## config.mk

```make
export PLATFORM = sky130hd
export DESIGN_NAME = oled_spi_byte_tx_flat
export DESIGN_NICKNAME = d
export VERILOG_FILES = /design/src/rtl/oled_spi_byte_tx_if.sv /design/src/rtl/oled_spi_byte_tx.sv /design/src/flat_wrapper.sv
export SDC_FILE = /design/constraint.sdc
export NUM_CORES = 1
export LEC_CHECK = 0
export ABC_AREA = 1
export BUFFER_PORTS_ARGS = -buffer_cell sky130_fd_sc_hd__buf_2
export CORE_UTILIZATION = 60
export CTS_CLUSTER_DIAMETER = 30
export DETAILED_ROUTE_END_ITERATION = 8
export MAX_ROUTING_LAYER = met4
export PLACE_DENSITY = 0.82
export SLEW_MARGIN = 0
export SYNTH_ARGS = -nofsm -noshare
export SYNTH_HDL_FRONTEND = slang
export SYNTH_SLANG_ARGS = --single-unit
export TNS_END_PERCENT = 10
```

## constraint.sdc

```tcl
create_clock -name clock -period 3.2 [get_ports clock]
set_input_delay 0.64 -clock clock [delete_from_list [all_inputs] [get_ports clock]]
set_output_delay 0.64 -clock clock [all_outputs]
set_load 0.02 [all_outputs]
```

## src/rtl/oled_spi_byte_tx_if.sv

```systemverilog
// ---------------------------------------------------------------------------
// oled_spi_byte_tx_if
//   Byte handshake between an OLED text/state sequencer (master) and the
//   SPI byte serialiser (slave).
//
//   send_data        8  byte to transmit (master -> slave)
//   send_data_valid  1  four-phase request (master -> slave)
//   send_dc_n        1  0 = command byte, 1 = display data (master -> slave)
//   send_done        1  byte shifted out; held until valid drops (slave -> master)
//   busy             1  transfer in progress (slave -> master)
// ---------------------------------------------------------------------------
interface oled_spi_byte_tx_if;
  logic [7:0] send_data;
  logic       send_data_valid;
  logic       send_dc_n;
  logic       send_done;
  logic       busy;

  modport master (
    output send_data,
    output send_data_valid,
    output send_dc_n,
    input  send_done,
    input  busy
  );

  modport slave (
    input  send_data,
    input  send_data_valid,
    input  send_dc_n,
    output send_done,
    output busy
  );
endinterface

```

## src/rtl/oled_spi_byte_tx.sv

```systemverilog
// ---------------------------------------------------------------------------
// oled_spi_byte_tx
//   Accepts one byte per four-phase handshake and shifts it MSB-first onto
//   the SSD1306 SPI pins. The D/C line carries the latched send_dc_n for the
//   whole byte. send_done stays high until the producer drops valid.
//
//   Parameters
//     CLK_DIV        system clocks per SPI half-period (1..255)
//   Ports
//     clock          system clock
//     reset_n        asynchronous active-low reset
//     send_if        byte handshake (slave side)
//     oled_spi_clk   SPI clock, idles high, panel samples on rising edge
//     oled_spi_data  SPI MOSI, MSB first, changes on falling edge
//     oled_dc_n      D/C line, changes only when a byte is captured
// ---------------------------------------------------------------------------
module oled_spi_byte_tx #(
  parameter int unsigned CLK_DIV = 5
) (
  input  logic                      clock,
  input  logic                      reset_n,
  oled_spi_byte_tx_if.slave         send_if,
  output logic                      oled_spi_clk,
  output logic                      oled_spi_data,
  output logic                      oled_dc_n
);

  typedef enum logic [1:0] {
    IDLE,
    SHIFT,
    DONE_WAIT
  } state_t;

  localparam logic [7:0] DIV_LAST = 8'(CLK_DIV - 1);

  state_t     state_q,   state_d;
  logic [7:0] shreg_q,   shreg_d;
  logic [2:0] bit_cnt_q, bit_cnt_d;
  logic [7:0] div_cnt_q, div_cnt_d;
  logic       lead_q,    lead_d;
  logic       done_q,    done_d;
  logic       busy_q,    busy_d;
  logic       spi_clk_q, spi_clk_d;
  logic       dc_n_q,    dc_n_d;

  always_ff @(posedge clock or negedge reset_n) begin
    if (!reset_n) begin
      state_q   <= IDLE;
      shreg_q   <= 8'h00;
      bit_cnt_q <= 3'd0;
      div_cnt_q <= 8'd0;
      lead_q    <= 1'b0;
      done_q    <= 1'b0;
      busy_q    <= 1'b0;
      spi_clk_q <= 1'b1;
      dc_n_q    <= 1'b0;
    end else begin
      state_q   <= state_d;
      shreg_q   <= shreg_d;
      bit_cnt_q <= bit_cnt_d;
      div_cnt_q <= div_cnt_d;
      lead_q    <= lead_d;
      done_q    <= done_d;
      busy_q    <= busy_d;
      spi_clk_q <= spi_clk_d;
      dc_n_q    <= dc_n_d;
    end
  end

  always_comb begin
    state_d   = state_q;
    shreg_d   = shreg_q;
    bit_cnt_d = bit_cnt_q;
    div_cnt_d = div_cnt_q;
    lead_d    = lead_q;
    done_d    = done_q;
    busy_d    = busy_q;
    spi_clk_d = spi_clk_q;
    dc_n_d    = dc_n_q;

    case (state_q)
      IDLE: begin
        // done_q is always low here, but keeping it in the term makes the
        // "no recapture while done is high" rule explicit.
        if (send_if.send_data_valid && !done_q) begin
          shreg_d   = send_if.send_data;
          dc_n_d    = send_if.send_dc_n;
          busy_d    = 1'b1;
          bit_cnt_d = 3'd7;
          div_cnt_d = 8'd0;
          lead_d    = 1'b1;
          state_d   = SHIFT;
        end
      end

      SHIFT: begin
        if (lead_q) begin
          // One setup cycle: MSB is already on MOSI while the clock is still
          // high, so the first falling edge opens bit 7's low phase.
          lead_d    = 1'b0;
          spi_clk_d = 1'b0;
        end else if (div_cnt_q == DIV_LAST) begin
          div_cnt_d = 8'd0;
          if (!spi_clk_q) begin
            spi_clk_d = 1'b1;
          end else if (bit_cnt_q == 3'd0) begin
            // Last high phase over: clock stays high (idle level).
            done_d  = 1'b1;
            state_d = DONE_WAIT;
          end else begin
            bit_cnt_d = bit_cnt_q - 3'd1;
            shreg_d   = {shreg_q[6:0], 1'b0};
            spi_clk_d = 1'b0;
          end
        end else begin
          div_cnt_d = div_cnt_q + 8'd1;
        end
      end

      DONE_WAIT: begin
        if (!send_if.send_data_valid) begin
          done_d  = 1'b0;
          busy_d  = 1'b0;
          state_d = IDLE;
        end
      end

      default: state_d = IDLE;
    endcase
  end

  assign send_if.send_done = done_q;
  assign send_if.busy      = busy_q;
  assign oled_spi_clk      = spi_clk_q;
  // MOSI is the top of the shift register, so it moves only when the
  // register shifts, which coincides with the falling edge.
  assign oled_spi_data     = shreg_q[7];
  assign oled_dc_n         = dc_n_q;

endmodule
```

## src/flat_wrapper.sv

```systemverilog
// flat-port wrapper written by rule: the top's interface ports become plain ports
module oled_spi_byte_tx_flat 
#(
  parameter int unsigned CLK_DIV = 5
)
  (clock, reset_n, oled_spi_clk, oled_spi_data, oled_dc_n, send_if_send_data, send_if_send_data_valid, send_if_send_dc_n, send_if_send_done, send_if_busy);
  oled_spi_byte_tx_if send_if_i ();
  input  logic clock;
  input  logic reset_n;
  output logic oled_spi_clk;
  output logic oled_spi_data;
  output logic oled_dc_n;
  input wire logic [$bits(send_if_i.send_data)-1:0] send_if_send_data;
  input wire logic [$bits(send_if_i.send_data_valid)-1:0] send_if_send_data_valid;
  input wire logic [$bits(send_if_i.send_dc_n)-1:0] send_if_send_dc_n;
  output wire logic [$bits(send_if_i.send_done)-1:0] send_if_send_done;
  output wire logic [$bits(send_if_i.busy)-1:0] send_if_busy;
  assign send_if_i.send_data = send_if_send_data;
  assign send_if_i.send_data_valid = send_if_send_data_valid;
  assign send_if_i.send_dc_n = send_if_send_dc_n;
  assign send_if_send_done = send_if_i.send_done;
  assign send_if_busy = send_if_i.busy;
  oled_spi_byte_tx #(.CLK_DIV(CLK_DIV)) u_core (.clock(clock), .reset_n(reset_n), .send_if(send_if_i), .oled_spi_clk(oled_spi_clk), .oled_spi_data(oled_spi_data), .oled_dc_n(oled_dc_n));
endmodule
```

Word-level counts from Yosys, hierarchy flattened. Cells that the tools add are included.

Register bits: 26. Bits of input ports: 12. Output and inout bits: 5. Word-level logic and storage cells: 73.

$add $sub $neg: 2. Eq/ne operators: 10. Mux-type cells: 36. Reduce and logical (&&, ||, !) cells: 16.

Operator list (count): 8-bit 2-to-1 mux (8); 8-bit case mux with 2 select lines (2); 6-bit AND reduction (3); 3-bit 2-to-1 mux (5); 2-bit 2-to-1 mux (6); 1-bit 2-to-1 mux (10); 8-bit by 1-bit adder with 8-bit output (second input constant) (1); 8-bit by 3-bit equality test with 1-bit output (second input constant) (1); 2-bit by 1-bit != test with 1-bit output (second input constant) (4); 2-bit nonzero test (4); 2-bit != test (second input constant) (3); 1-bit case mux with 2 select lines (3); 2-bit case mux with 3 select lines (1); 3-bit case mux with 2 select lines (1); 2-bit AND reduction (3); 3-bit AND reduction (2); 3-bit logical NOT (1); 3-bit by 1-bit subtractor with 3-bit output (second input constant) (1); 2-bit by 1-bit equality test with 1-bit output (second input constant) (1); 2-bit equality test (second input constant) (1); 2-bit logical NOT (1); 1-bit logical AND (1); 1-bit logical NOT (1).

Depth between registers and ports, before layout. Gate-level depths: netlist of the first run.

Depth after elaboration: 6. Gate-level depth with buffers: 10. Mapped depth without buffers: 9.

Worst setup path before layout of the first run. OpenSTA, ideal clock, no wires.

Kind: input-to-reg. From: input send_if_send_data_valid. To: register u_core.shreg_q[7]. Setup time: 0.117 ns. Arrival time: 1.255 ns. Data required time: 3.083 ns. Slack: 1.828 ns. Cell stages on the path: 8. Buffers on the path: 1. Cell sequence: inv_1 > nor2_1 > nand2_2 > o21ai_4 > nand2_2 > buf_6 > nand2_1 > nand2_1.

Word-level cells in the longest chain between the ends: 3.

RTL lines: from (decl) (RTL line flat_wrapper.sv:14) `input wire logic [$bits(send_if_i.send_data_valid)-1:0] send_if_send_data_valid;`; 1-bit logical AND (RTL line oled_spi_byte_tx.sv:85) `if (send_if.send_data_valid && !done_q) begin`; 2-bit by 1-bit != test with 1-bit output (no line); 6-bit AND reduction (no line); to (signal assigned) (RTL line oled_spi_byte_tx.sv:59) `shreg_q <= shreg_d;`; to (decl) (RTL line oled_spi_byte_tx.sv:37) `logic [7:0] shreg_q, shreg_d;`.

No other way between the ends. A chain may end at the register's enable or synchronous reset.

Worst setup path in the final report of the first run.
From: register u_core.state_q[0]. To: register u_core.shreg_q[7].

Word-level cells in the longest chain between the ends: 3. Elaborated cells on any way between the ends: 10. Classes of those cells: eq/ne (6); mux (1); reduce/logical (3).

RTL lines: from (decl) (RTL line oled_spi_byte_tx.sv:36) `state_t state_q, state_d;`; from (signal assigned) (RTL line oled_spi_byte_tx.sv:58) `state_q <= state_d;`; 2-bit by 1-bit equality test with 1-bit output or 2-bit logical NOT (tied branches) (RTL line oled_spi_byte_tx.sv:81) `case (state_q)`; 2-bit != test (no line) (tied with other cells); 6-bit AND reduction (no line).

Several ways; a longest one is shown, not always the timed one.

==> results of run 1 <==
critical path, delay by kind of cell, from the launching register on:
kind	cells	cell delay (ns)
AO/OA/AOI/OAI	1	0.33
buffers and inverters	1	0.07
flip-flops	1	0.47
AND/OR/NAND/NOR	5	0.91
synth_stat cells, drive strengths merged:
cell type,instances
o21ai,12
dfstp,1
nand2,88
buf,6
a21oi,2
inv,21
nor3,1
xor2,1
ha,4
mux2,1
nand4,5
nand3,18
nand3b,1
dfrtp,25
nor2,16
metal layers:
metal | vias up | track usage | part of all wire
met5 | - | - | 0
met4 | 0 | 0.135 | 0.026
met3 | 11 | 0.0292 | 0.034
met2 | 38 | 0.481 | 0.50
met1 | 616 | 0.321 | 0.44
li1 | 657 | - | -
power by group through the flow:
| stage | logic, mW | registers [mW] | clock network (mW) |
|---|---|---|---|
| finish | 0.698 | 0.537 | 0.148 |
| global route | 0.801 | 0.552 | 0.163 |
| CTS | 0.697 | 0.536 | 0.153 |
| detailed placement | 0.694 | 0.542 | 0 |
| global placement | 0.659 | 0.533 | 0 |
| floorplan | 0.565 | 0.558 | 0 |
through the flow:
stage / util / hold WS, ns / cell area, sq um
6_report: 0.691 / 0.288 / 1570
3_5_place_dp: 0.679 / 0.463 / 1550
5_1_grt: 0.691 / 0.328 / 1570
4_1_cts: 0.691 / 0.303 / 1570
2_1_floorplan: - / 0.344 / 1490
3_3_place_gp: 0.679 / 0.458 / 1550
cell type report:
cell class / count / area share
Tap cell: 28 / 0.0223
Inverter: 21 / 0.0501
Timing Repair Buffer: 16 / 0.0509
Multi-Input combinational cell: 149 / 0.446
Sequential cell: 26 / 0.414
Clock buffer: 4 / 0.0167
worst paths after layout:
kind / to / slack [ns]
setup / recovery: u_core.shreg_q[7]$_DFFE_PN0P_ / 1.33
hold / removal: u_core.div_cnt_q[3]$_DFFE_PN0P_ / 0.29
setup reg to reg: u_core.shreg_q[7]$_DFFE_PN0P_ / 1.33
hold reg to reg: u_core.shreg_q[2]$_DFFE_PN0P_ / 0.49
max in group asynchronous: u_core.state_q[0]$_DFFE_PN0P_ / 2.54
min in group clock: u_core.shreg_q[2]$_DFFE_PN0P_ / 0.49
sequential cells by signal, indices dropped and copies added (netlist names):
register,cells
u_core.bit_cnt_q,3
u_core.div_cnt_q,8
u_core.lead_q,1
u_core.oled_dc_n,1
u_core.oled_spi_clk,1
u_core.send_if.busy,1
u_core.send_if.send_done,1
u_core.shreg_q,8
u_core.state_q,2
cells by family after synthesis:
kind of cell,after synthesis,synth area share
flops,26,0.439
compound gates,14,0.0548
fa+ha+maj,4,0.0337
xor+xnor,1,0.00590
buf+inv,27,0.0893
simple gates,129,0.370
mux,1,0.00758
layout by cell type (no fill, tap or decap), types with 2 or more instances in the layout:
master and n:
dfrtp_1 25, nor2_1 15, a21oi_1 2, o21ai_0 10, nand2_1 83, ha_1 4
nand3_1 18, buf_2 16, nand4_1 5, clkbuf_4 3, nand2_2 4, inv_1 20
==> reports/results.ini, run 1 <==
[placement]
numPortBuffers = 16
gp_congestion = 0.820
place_inst = 240
dp_hpwl_microns = 2250
place_ws_ns = 1.39

[timing]
tightestPinTransition_ns = 0.578
rsz0062_at_grt = no
fin_crit_sh = 0.584
drv_slew = 0
finalHoldViolCount = 0
setup_ws_ns = 1.33
maxSlewHeadroom = 0.615
final-setup-viol-count = 0
setup_tns_ns = 0
max_freq_mhz = 535
finClkSkew_ns = 0.00130
post-route-min-period_ns = 1.87

[clock_network]
htreeDepth = 1
path_clk_slew_ns = 0.14
worstSkewPairLatency_ns = 0.32
root_buffer = clkbuf_4
cts_hold_buf = 0
cts_sinks = 26
cts_buffers = 3
cts_max_path_buffers = 2
postCtsSetupRepairBufs = 0
cts_tree = done
cts_resized = 0

[cells_and_area]
fin_nets = 233
drive_gt1_frac = 0.134
diodes = 0
area_delta_synth_final_pct = 5.90
finalNonFillerCells = 244
multi_input_area_sq_um = 701
fillers = 203
seq_area_sq_um = 652

[grt]
antenna_found_initial = 0
overflow = 0
grt_max_degree = 27
track_usage = 0.278
grt_pass1_wl_microns = 5320
grt_pass1_vias = 1281

[setup_path]
cpMaxStageDelayCell = dfrtp_1
crit_required_ns = 3.44
worst-path-max-fanout = 20
start_kind = flip-flop
critPathArrivalTime_ns = 2.10
critPathKind = flip-flop to flip-flop
path_cells = inv_2 -> nor2_4 -> nand2_2 -> o21ai_4 -> nand2_2 -> nand2_1 -> nand2_1
reg2reg_depth = 7
endpoint_kind = flip-flop
worstSetupStartpoint = u_core.state_q[0]$_DFFE_PN0P_
critPathMaxStageDelay_ns = 0.47
r2r_start = u_core.state_q[0]$_DFFE_PN0P_

[worst_hold_path]
hold_path_class = input pin to asynchronous set/reset pin

[logic_synthesis]
yosys.area.top_type = dfrtp_1
syn_inst = 202
netlist.area_leader.share = 0.421
syn_nets = 218
synth_area_sq_um = 1490
syn_avg_cell_area_sq_um = 7.35
synth.area.top_cells = dfrtp_1, nand2_1, nand3_1
ys_seq_elements = 26
netlist-cell-type-count = 23
yosysSeqAreaShare = 0.439
ys_warn_count = 0

[floorplan]
fp-row-count = 17
die_w_microns = 51.8
core_sq_um = 2280
ios = 17
die-area_sq_um = 2680
die_y_microns = 51.8
start_util = 0.653

[job]
drv_cap = 0

[power]
switching_share = 0.484
power_frac_clock = 0.107
finalPower_mw = 1.38
p_comb_frac = 0.505
p_sw_mw = 0.669
p_seq_frac = 0.388
vdd_drop_max_mv = 0.566
p_int_mw = 0.714
p_leak_nw = 0.881
power_density_nw_per_um2 = 880

[routing]
wl_per_cell_microns = 12.6
drt_first_pass_iters = 5
vias = 1322
routed_wl_microns = 3080
drt_first_iter_violations = 38
ant_nets = 0
viasPerCell = 5.42
drc = 0

[run_status]
outcome = finished clean

Note: power is estimated with default switching activity, not from simulation.
==> run 2, diff against run 1 <==
--- a/config.mk
+++ b/config.mk
@@ -7,11 +7,11 @@
 export LEC_CHECK = 0
 export ABC_AREA = 1
 export BUFFER_PORTS_ARGS = -buffer_cell sky130_fd_sc_hd__buf_2
-export CORE_UTILIZATION = 60
+export CORE_UTILIZATION = 57
 export CTS_CLUSTER_DIAMETER = 30
 export DETAILED_ROUTE_END_ITERATION = 8
 export MAX_ROUTING_LAYER = met4
-export PLACE_DENSITY = 0.82
+export PLACE_DENSITY = 0.78
 export SLEW_MARGIN = 0
 export SYNTH_ARGS = -nofsm -noshare
 export SYNTH_HDL_FRONTEND = slang
==> constraint.sdc (replaced) <==
create_clock -name clock -period 1.9 [get_ports clock]
set_input_delay 0.38 -clock clock [delete_from_list [all_inputs] [get_ports clock]]
set_output_delay 0.38 -clock clock [all_outputs]
set_load 0.02 [all_outputs]
==> reports/results.ini, run 2 (synthesized netlist as in run 1, its figures left out) <==
[run_status]
outcome = finished clean

[routing]
ant_nets = 0
routed_wl_microns = 2850
drt_first_iter_violations = 22
wl_per_cell_microns = 11.5
viasPerCell = 5.21
vias = 1291
drc = 0
drt_first_pass_iters = 4

[cells_and_area]
largestRegisters = u_core.div_cnt_q: 8 flops, u_core.shreg_q: 8 flops, u_core.bit_cnt_q: 3 flops
layout.cells.most_common_list = nand2_1, dfrtp_1, inv_1, nand3_1, buf_2
area_delta_synth_final_pct = 7.08
drive_gt1_frac = 0.142
fin_nets = 235
mostFrequentLayoutCell = nand2_1
fillers = 229
diodes = 0

[floorplan]
fp-row-count = 18
die_w_microns = 53.0
die-area_sq_um = 2810
die_y_microns = 53.0
ios = 17
start_util = 0.599
core_sq_um = 2480

[placement]
gp_congestion = 0.876
numPortBuffers = 16
dp_hpwl_microns = 2080

[grt]
track_usage = 0.241
overflow = 0
antenna_found_initial = 0
grt_pass1_wl_microns = 4700
grt_max_degree = 27
grt_pass1_vias = 1092

[clock_network]
cts_max_path_buffers = 2
cts_tree = done
cts_buffers = 3
cts_hold_buf = 0
path_clk_slew_ns = 0.14
htreeDepth = 1
cts_resized = 0
postCtsSetupRepairBufs = 0
cts_sinks = 26
worstSkewPairLatency_ns = 0.32
root_buffer = clkbuf_4

[power]
power_density_nw_per_um2 = 1460
p_leak_nw = 0.891
vdd_drop_max_mv = 0.880
finalPower_mw = 2.32

[timing]
post-route-min-period_ns = 1.55
tightestPinTransition_ns = 0.572
maxSlewHeadroom = 0.619
drv_slew = 0
finClkSkew_ns = 0.00330
hold_ws_ns = 0.0298
final-setup-viol-count = 0
setup_tns_ns = 0
fin_crit_sh = 0.815
finalHoldViolCount = 0
rsz0062_at_grt = no
max_freq_mhz = 646

[setup_path]
critPathMaxStageDelay_ns = 0.44
path_cells = inv_1 -> ha_1 -> nand2_1 -> nor2_1 -> nand3_1 -> nand2_4 -> nand2_2 -> nand2_1 -> nand2_1
endpoint_kind = flip-flop
critPathKind = flip-flop to flip-flop
critPathArrivalTime_ns = 1.78
worstSetupStartpoint = u_core.div_cnt_q[0]$_DFFE_PN0P_
cpMaxStageDelayCell = dfrtp_1
cp_top_family = simple AND/OR/NAND/NOR gates
worst-path-max-fanout = 14
cp.depth = 9
r2r_end = u_core.shreg_q[1]$_DFFE_PN0P_
crit_buf_inv = 1
crit_path_frequent_cell = nand2_1
reg2reg_depth = 9
rrSetupSlack_ns = 0.35
start_kind = flip-flop
crit_required_ns = 2.13
r2r_start = u_core.div_cnt_q[0]$_DFFE_PN0P_

[worst_hold_path]
hold_path_class = input pin to asynchronous set/reset pin

[job]
drv_cap = 0

==> run 2: through the flow <==
stage	setup slack [ns]	utilization	cells	instance area (sq um)
floorplan	0.559	-	202	1490
global placement	0.421	0.631	244	1560
detailed placement	0.358	0.631	244	1560
CTS	0.345	0.642	248	1590
global route	0.156	0.642	248	1590
finish	0.352	0.642	248	1590
==> run 2: cell type report <==
cell class | count | area [sq um] | share of cell area
multi-input cells | 149 | 701 | 0.441
flip-flops and latches | 26 | 652 | 0.410
well taps | 30 | 37.5 | 0.0236
inverters | 21 | 78.8 | 0.0496
repair buffers | 18 | 95.1 | 0.0598
clock buffers | 4 | 26.3 | 0.0165
==> run 2: worst register-to-register path, cell delays in order, from the launching register on <==
cell and delay, ns:
dfrtp_1 0.44, inv_1 0.09, ha_1 0.14, nand2_1 0.05, nor2_1 0.12, nand3_1 0.14, nand2_4 0.17, nand2_2 0.17
nand2_1 0.10, nand2_1 0.05
==> run 2: worst max-delay path by stage <==
stage | slack (ns) | endpoint
after floorplan | 0.56 | u_core.shreg_q[7]$_DFFE_PN0P_
after global placement | 0.42 | u_core.shreg_q[0]$_DFFE_PN0P_
after detailed placement | 0.36 | u_core.shreg_q[1]$_DFFE_PN0P_
after CTS | 0.35 | u_core.shreg_q[1]$_DFFE_PN0P_
after global routing | 0.16 | u_core.shreg_q[5]$_DFFE_PN0P_
final | 0.35 | u_core.shreg_q[1]$_DFFE_PN0P_
==> run 2: metal layers <==
metal  vias to the layer above  global-route usage  share of wire  wire [microns]
li1                        667                   -              -               -
met1                       605               0.297           0.47            1350
met2                        14               0.399           0.49            1400
met3                         5              0.0259          0.016              47
met4                         0               0.105          0.018              51
met5                         -                   -              0               0
==> run 2: where the power goes <==
part | switching [mW] | total (mW) | leakage, nW | internal, mW
sequential | 0.133 | 0.892 | 0.329 | 0.759
clock | 0.164 | 0.246 | 0.0150 | 0.0823
combinational | 0.793 | 1.18 | 0.547 | 0.390
